<file path="src/rtl/alarm_pkg.sv">
// alarm_pkg: shared types and constants for the alarm ring controller.
// State encoding, BCD digit widths and default timing parameters.
package alarm_pkg;

    typedef enum logic [1:0] {
        IDLE   = 2'b00,
        ARMED  = 2'b01,
        RING   = 2'b10,
        SNOOZE = 2'b11
    } alarm_state_t;

    localparam int H_TENS_W  = 2;
    localparam int H_UNITS_W = 4;
    localparam int M_TENS_W  = 3;
    localparam int M_UNITS_W = 4;
    localparam int SEC_W     = 6;

    localparam int RING_SECS_DEF   = 60;
    localparam int SNOOZE_SECS_DEF = 300;
    localparam int MAX_SNOOZE_DEF  = 3;

endpackage

</file>
<file path="src/rtl/alarm_ring_ctrl_sec_down_counter.sv">
// sec_down_counter: saturating seconds down-counter with load.
// Load wins over a coincident tick; the count never wraps below 0.
module sec_down_counter #(
    parameter int W = 8
) (
    input  logic         clk,
    input  logic         rst,
    input  logic         load,
    input  logic [W-1:0] load_val,
    input  logic         sec_tick,
    output logic         zero
);

    logic [W-1:0] cnt;

    // Count register: load, else decrement on tick until zero.
    always_ff @(posedge clk) begin
        if (!rst) begin
            cnt <= '0;
        end else if (load) begin
            cnt <= load_val;
        end else if (sec_tick && cnt != '0) begin
            cnt <= cnt - W'(1);
        end
    end

    assign zero = (cnt == '0);

endmodule

</file>
<file path="src/rtl/alarm_ring_ctrl.sv">
// alarm_ring_ctrl: arm / ring / snooze / dismiss sequencer.
// Snooze support is compiled in only when ALARM_SNOOZE_EN is defined.
module alarm_ring_ctrl
    import alarm_pkg::*;
#(
`ifdef ALARM_SNOOZE_EN
    parameter int SNOOZE_SECS = SNOOZE_SECS_DEF,
    parameter int MAX_SNOOZE  = MAX_SNOOZE_DEF,
`endif
    parameter int RING_SECS   = RING_SECS_DEF
) (
    input  logic                 clk,
    input  logic                 rst,
    input  logic                 sec_tick,
    input  logic [H_TENS_W-1:0]  wi_1,
    input  logic [H_UNITS_W-1:0] wi_2,
    input  logic [M_TENS_W-1:0]  wi_3,
    input  logic [M_UNITS_W-1:0] wi_4,
    input  logic [SEC_W-1:0]     seconds,
    input  logic [H_TENS_W-1:0]  ai_1,
    input  logic [H_UNITS_W-1:0] ai_2,
    input  logic [M_TENS_W-1:0]  ai_3,
    input  logic [M_UNITS_W-1:0] ai_4,
    input  logic                 arm_req,
    input  logic                 disarm_req,
    input  logic                 snooze_btn,
    input  logic                 dismiss_btn,
    output logic                 armed,
    output logic                 ringing,
    output logic                 led_blink,
    output logic                 snooze_active,
    output logic [2:0]           snooze_left
);

    alarm_state_t state, next_state;

    logic match, match_q, hit;
    logic ring_load, ring_tick, ring_zero, ring_exp;
    logic ring_dismiss;
    logic armed_n, ringing_n, led_n;

    assign match = (wi_1 == ai_1) && (wi_2 == ai_2) &&
                   (wi_3 == ai_3) && (wi_4 == ai_4) &&
                   (seconds == '0);
    assign hit = match && !match_q;

    // Counters hold "ticks left minus one", so expiry is the tick
    // that arrives while the count already sits at zero.
    assign ring_load = (next_state == RING) && (state != RING);
    assign ring_tick = sec_tick && (state == RING);
    assign ring_exp  = ring_tick && ring_zero;

    sec_down_counter #(.W(8)) u_ring_cnt (
        .clk      (clk),
        .rst      (rst),
        .load     (ring_load),
        .load_val (8'(RING_SECS - 1)),
        .sec_tick (ring_tick),
        .zero     (ring_zero)
    );

`ifdef ALARM_SNOOZE_EN
    logic snooze_load, snooze_tick, snooze_zero, snooze_exp;
    logic snooze_go, no_snooze;
    logic snooze_active_n;
    logic [2:0] left_n;

    assign snooze_load = (next_state == SNOOZE) && (state != SNOOZE);
    assign snooze_tick = sec_tick && (state == SNOOZE);
    assign snooze_exp  = snooze_tick && snooze_zero;

    assign no_snooze    = (snooze_left == 3'd0);
    assign snooze_go    = snooze_btn && !no_snooze;
    assign ring_dismiss = dismiss_btn || (snooze_btn && no_snooze);

    sec_down_counter #(.W(9)) u_snooze_cnt (
        .clk      (clk),
        .rst      (rst),
        .load     (snooze_load),
        .load_val (9'(SNOOZE_SECS - 1)),
        .sec_tick (snooze_tick),
        .zero     (snooze_zero)
    );
`else
    assign ring_dismiss  = dismiss_btn || snooze_btn;
    assign snooze_active = 1'b0;
    assign snooze_left   = 3'd0;
`endif

    // State, match history and registered outputs.
    always_ff @(posedge clk) begin
        if (!rst) begin
            state         <= IDLE;
            match_q       <= 1'b0;
            armed         <= 1'b0;
            ringing       <= 1'b0;
            led_blink     <= 1'b0;
`ifdef ALARM_SNOOZE_EN
            snooze_active <= 1'b0;
            snooze_left   <= 3'(MAX_SNOOZE);
`endif
        end else begin
            state         <= next_state;
            match_q       <= match;
            armed         <= armed_n;
            ringing       <= ringing_n;
            led_blink     <= led_n;
`ifdef ALARM_SNOOZE_EN
            snooze_active <= snooze_active_n;
            snooze_left   <= left_n;
`endif
        end
    end

    // Next state, priority: disarm > arm > dismiss > snooze > expiry > hit.
    always_comb begin
        next_state = state;
        if (disarm_req) begin
            next_state = IDLE;
        end else if (arm_req) begin
            next_state = ARMED;
        end else begin
            unique case (state)
                IDLE:  next_state = IDLE;
                ARMED: if (hit) next_state = RING;
                RING: begin
                    if (ring_dismiss)   next_state = ARMED;
`ifdef ALARM_SNOOZE_EN
                    else if (snooze_go) next_state = SNOOZE;
`endif
                    else if (ring_exp)  next_state = ARMED;
                end
`ifdef ALARM_SNOOZE_EN
                SNOOZE: begin
                    if (dismiss_btn)     next_state = ARMED;
                    else if (snooze_exp) next_state = RING;
                end
`endif
                default: next_state = IDLE;
            endcase
        end
    end

    // Output values for the state being entered on this edge.
    always_comb begin
        armed_n   = (next_state != IDLE);
        ringing_n = (next_state == RING);
        led_n     = 1'b0;
        if (next_state == RING) begin
            if (ring_load)      led_n = 1'b1;
            else if (ring_tick) led_n = !led_blink;
            else                led_n = led_blink;
        end
`ifdef ALARM_SNOOZE_EN
        snooze_active_n = (next_state == SNOOZE);
        left_n          = snooze_left;
        if (next_state == IDLE || next_state == ARMED)
            left_n = 3'(MAX_SNOOZE);
        else if (snooze_load)
            left_n = snooze_left - 3'd1;
`endif
    end

endmodule

</file>
<file path="config.mk">
export PLATFORM = sky130hd
export DESIGN_NAME = alarm_ring_ctrl
export DESIGN_NICKNAME = d
export VERILOG_FILES = /design/src/rtl/alarm_pkg.sv /design/src/rtl/alarm_ring_ctrl_sec_down_counter.sv /design/src/rtl/alarm_ring_ctrl.sv
export SDC_FILE = /design/constraint.sdc
export NUM_CORES = 1
export LEC_CHECK = 0
export BUFFER_PORTS_ARGS = -buffer_cell sky130_fd_sc_hd__buf_2
export CORE_MARGIN = 4
export CORE_UTILIZATION = 35
export CTS_CLUSTER_SIZE = 16
export DETAILED_ROUTE_END_ITERATION = 16
export PLACE_DENSITY = 0.61
export SLEW_MARGIN = 25
export SYNTH_ARGS = -nofsm -noshare
export SYNTH_HDL_FRONTEND = slang
export SYNTH_HIERARCHICAL = 1
export SYNTH_SLANG_ARGS = --single-unit
</file>
<file path="constraint.sdc">
create_clock -name clk -period 4.8 [get_ports clk]
set_input_delay 0.48 -clock clk [delete_from_list [all_inputs] [get_ports clk]]
set_output_delay 0.48 -clock clk [all_outputs]
set_load 0.05 [all_outputs]
</file>
# == After elaboration in Yosys (flattened, before gate mapping) ==
# Cells that the tools add are included.
# totals
ff_bits,14
inputBits,39
output_inout_bits,7
word_cells,47
# classes
addsub,1
n_eq_ne,8
n_mux,10
n_bitwise,1
reduce_logical,20
# op_table
cell,n
$mux 6,2
$mux 2,5
$logic_and 1x1->1,9
$eq 4x4->1,2
$logic_not 8->1,1
$reduce_bool 8->1,1
$sub 8x1->8 const B,1
$logic_not 6->1,1
$reduce_bool 2->1,3
$eq 2x2->1 const B,2
$pmux 2 s2,1
$eq 3x3->1,1
$eq 2x1->1 const B,1
$eq 2x2->1,1
$logic_not 1->1,2
$mux 1,2
$ne 2x2->1 const B,1
$reduce_and 2->1,1
$reduce_or 2->1,1
$logic_or 1x1->1,1
$not 1->1,1

# == Depth between registers and ports, before layout ==
# logic_depth
word_depth,13
depth_mapped,14

# == Modules after synthesis ==
# Netlist, hierarchy kept.
# modules_own_cells
module,n_inst,cells_each,area_each_um2,seq_area_each_um2
alarm_ring_ctrl,1,67,535.5,120.1
sec_down_counter,1,58,508.0,160.2

# == Least setup slack after synthesis ==
# Ideal clock, no wire load.
# synth_timing
path_type,register to register
startpoint,reg u_ring_cnt.cnt[0]
endpoint,reg u_ring_cnt.cnt[2]
setup_time_ns,0.115
arrival_ns,2.481
slack_ns,2.204
stages_incl_launch_ff,15
path_buffers,1
path_cell_list,dfxtp_1 inv_1 ha_1 inv_1 nor4_1 a211oi_1 a21oi_1 nor4b_1 a41oi_2 nor3_1 clkbuf_1 nor3b_1 a21oi_1 o31ai_1 and2_1
# synth_via
elab_chain_len,10
elab_cells_between_ends,13
cone_classes,add/sub (1); eq/ne (1); mux (5); reduce/logical (6)
# synth_rtl
item,line,rtl
start: declaration,alarm_ring_ctrl_sec_down_counter.sv:14,logic [W-1:0] cnt;
start signal: assignment,alarm_ring_ctrl_sec_down_counter.sv:21,cnt <= load_val;
start signal: assignment,alarm_ring_ctrl_sec_down_counter.sv:23,cnt <= cnt - W'(1);
$logic_not 8->1,alarm_ring_ctrl_sec_down_counter.sv:27,assign zero = (cnt == '0);
named net ring_zero,alarm_ring_ctrl.sv:38,"logic ring_load, ring_tick, ring_zero, ring_exp;"
$logic_and 1x1->1,alarm_ring_ctrl.sv:51,assign ring_exp = ring_tick && ring_zero;
$mux 2,alarm_ring_ctrl.sv:131,else if (ring_exp) next_state = ARMED;
$mux 2,alarm_ring_ctrl.sv:127,if (ring_dismiss) next_state = ARMED;
$pmux 2 s2,alarm_ring_ctrl.sv:123,unique case (state)
$mux 2,alarm_ring_ctrl.sv:120,end else if (arm_req) begin
$mux 2,alarm_ring_ctrl.sv:118,if (disarm_req) begin
$eq 2x2->1,alarm_ring_ctrl.sv:49,assign ring_load = (next_state == RING) && (state != RING);
$logic_and 1x1->1,alarm_ring_ctrl.sv:49,
named net ring_load,alarm_ring_ctrl.sv:38,
$reduce_or 2->1 (no source line),-,
# The timed path passes the listed nets, and every way through them passes these cells.
# A chain may end at the register's enable or synchronous reset.

# == Worst setup path after layout ==
# layout_timing
startpoint,reg u_ring_cnt.cnt[0]
endpoint,reg u_ring_cnt.cnt[7]
# The elaborated chain is that of the path after synthesis.

==> results.yml <==
clock_tree:
  clk_path_buf_depth: 2
  path_clk_slew_ps: 80
  cts_setup_buffers: 0
  clock-sinks: 14
  clock_latency_ps: 280
  cts_buffers: 3
  ctsHoldBuffers: 0
  htreeDepth: 1
  clockRootBuffer: "clkbuf_4"
  cts-resized-gates: 0
  cts_tree: "built"
yosys:
  synth_edf_count: 0
  synthMuxAreaShare: 0.00959
  yosysWarnings: 6
  ys_top_cells_by_area: "dfxtp_1 (27%), xnor2_1 (5.9%), xor2_1 (5.9%)"
  ys_top_cells_by_count: "dfxtp_1 (14), inv_1 (11), nor2_1 (8)"
  ys_types: 41
  ys_seq_area_frac: 0.269
  yosys.area_share.simple: 0.257
  async_reset_ff_frac: 0
  synth_top_family_by_area: "simple AND/OR/NAND/NOR gates"
  synth_fa_ha_area_frac: 0.0480
  ys_dominant_reg_cell: "dfxtp_1"
  yosysMostFrequentCell: "dfxtp_1"
  synth_top_area_frac: 0.269
  synth-xor-area-share: 0.118
  synth_compound_gate_area_share: 0.217
  synth_cells: 125
  netlist_area_um2: 1040
  avgSynthCellArea_um2: 8.35
  synth_largest_area_cell: "dfxtp_1"
  ys_ff_latch: 14
final_layout:
  area_delta_synth_final_pct: 26.0
  layout-drive-gt1-share: 0.306
  nets: 218
  n_antenna_cell: 0
  fill_cells: 280
  final_cell_count_no_fill: 204
place:
  dp_hpwl_um: 1990
  io_buffer_count: 41
  dp.cells: 201
  gp_routability_congestion: 0.795
grt:
  grt_max_degree: 13
  grt_use_met3: 0.00540
  grt_pass1_wl_um: 4020
  antenna_found_initial: 0
  grt_use_met2: 0.212
  grt_pass1_vias: 1007
  met1_usage: 0.151
  busiest_layer: "met2"
  grt-ovfl-total: 0
  grt_use_total: 0.124
timing:
  clock.fmax_mhz: 335
  worst_clock_skew_ps: 2.82
  hold_ws_ps: 487
  post-route-period-util: 0.623
  hold_viol_final: 0
  fin_setup_tns_ps: 0
  slew_violations: 0
  setup_violations: 0
  worstMarginPinSlew_ps: 635
  relSlewSlack: 0.574
  period_needed_ps: 2990
  rsz0062_at_grt: "false"
power_and_ir_drop:
  p_leak_uw: 0.000596
  vdd_drop_max_mv: 0.0688
  power.density_nw_per_um2: 174
route:
  drtIter0Drc: 58
  drtPass1Iterations: 4
  vias: 1030
  wire_per_inst_um: 11.4
  ant_nets: 0
  drc: 0
  via_per_inst: 5.05
  drt_wl_total_um: 2330
critical_path:
  crit_fanout: 11
  critical_path_class: "register to register"
  crit_path_start: "u_ring_cnt/cnt[0]$_SDFFE_PN0P_"
  crit_path_end_kind: "register"
  arrival_ps: 3160
  start_kind: "register"
  required_ps: 4970
  r2r_start: "u_ring_cnt/cnt[0]$_SDFFE_PN0P_"
run_status:
  status: "completed"
floorplan:
  start_util: 0.372
  core-area_um2: 2810
  die_height_um: 62.6
  fp.dieArea_um2: 3920
  ioPinCount: 46
  fp.dieW_um: 62.6
  num_rows: 19
hold_path:
  hp-class: "input port to register"
  hold_start: "seconds[5]"
job:
  drv_cap: 0
==> worst max-delay path, stage by stage (launching register included) <==
cell,delay (ps)
dfxtp_1,390
inv_1,80
ha_1,200
inv_1,120
nor4_1,70
a211oi_1,320
a21oi_1,110
nor4b_1,320
a41oi_2,120
nor3_2,580
inv_1,290
o21ai_0,220
a21oi_1,50
==> cell type report <==
type                       count  area, um^2  area share
multi-input combinational    104         727       0.553
sequential                    14         280       0.213
timing repair buffer          41         205       0.156
inverter                      11        41.3      0.0314
tap                           31        38.8      0.0295
clock buffer                   3        22.5      0.0171
==> cell families after synthesis <==
| group | after synthesis |
|---|---|
| other cells | 2 |
| fa+ha+maj | 4 |
| compound gates | 29 |
| mux | 1 |
| xor+xnor | 14 |
| simple gates | 44 |
| flops | 14 |
| buf+inv | 17 |
==> power by group <==
group          internal [uW]  switching, uW
Clock                   29.2           38.0
Combinational           19.9           24.6
Sequential               117          0.302
==> registers in the layout, indices dropped and copies added, names as in the netlist <==
name            flops
led_blink           1
armed               1
ringing             1
state               2
match_q             1
u_ring_cnt/cnt      8
==> worst paths after layout <==
path,end,slack [ps],cells past startpoint
setup / recovery,u_ring_cnt/cnt[7]$_SDFFE_PN0P_,1810,12
hold / removal,match_q$_SDFF_PN0_,490,4
setup reg to reg,u_ring_cnt/cnt[7]$_SDFFE_PN0P_,1810,12
hold reg to reg,u_ring_cnt/cnt[5]$_SDFFE_PN0P_,520,2
==> stage by stage <==
step                setup WS (ps)  power, uW  cell area, um^2  utilization
finish                       1810        229             1320        0.469
CTS                          1390        232             1310        0.467
detailed placement           1410        164             1290        0.459
global placement             1600        163             1290        0.459
global route                 1340        243             1320        0.469
floorplan                    2200        147             1080            -
==> cells in the final DEF, fill, tap and decap left out, types with 4 or more instances in the layout <==
| cell type | Yosys | final |
|---|---|---|
| a21oi_1 | 7 | 7 |
| and2_1 | 4 | 4 |
| buf_2 | 0 | 41 |
| conb_1 | 2 | 12 |
| dfxtp_1 | 14 | 14 |
| ha_1 | 4 | 4 |
| inv_1 | 11 | 11 |
| nand2_1 | 4 | 4 |
| nor2_1 | 8 | 8 |
| o21ai_0 | 7 | 7 |
| xnor2_1 | 7 | 7 |
| xor2_1 | 7 | 7 |
==> layer usage <==
layer,part of all wire,wire (um)
met1,0.45,1050
met2,0.47,1090
met3,0.050,117
met4,0.028,64
met5,0,0
Note: power is estimated with default switching activity, not from simulation.
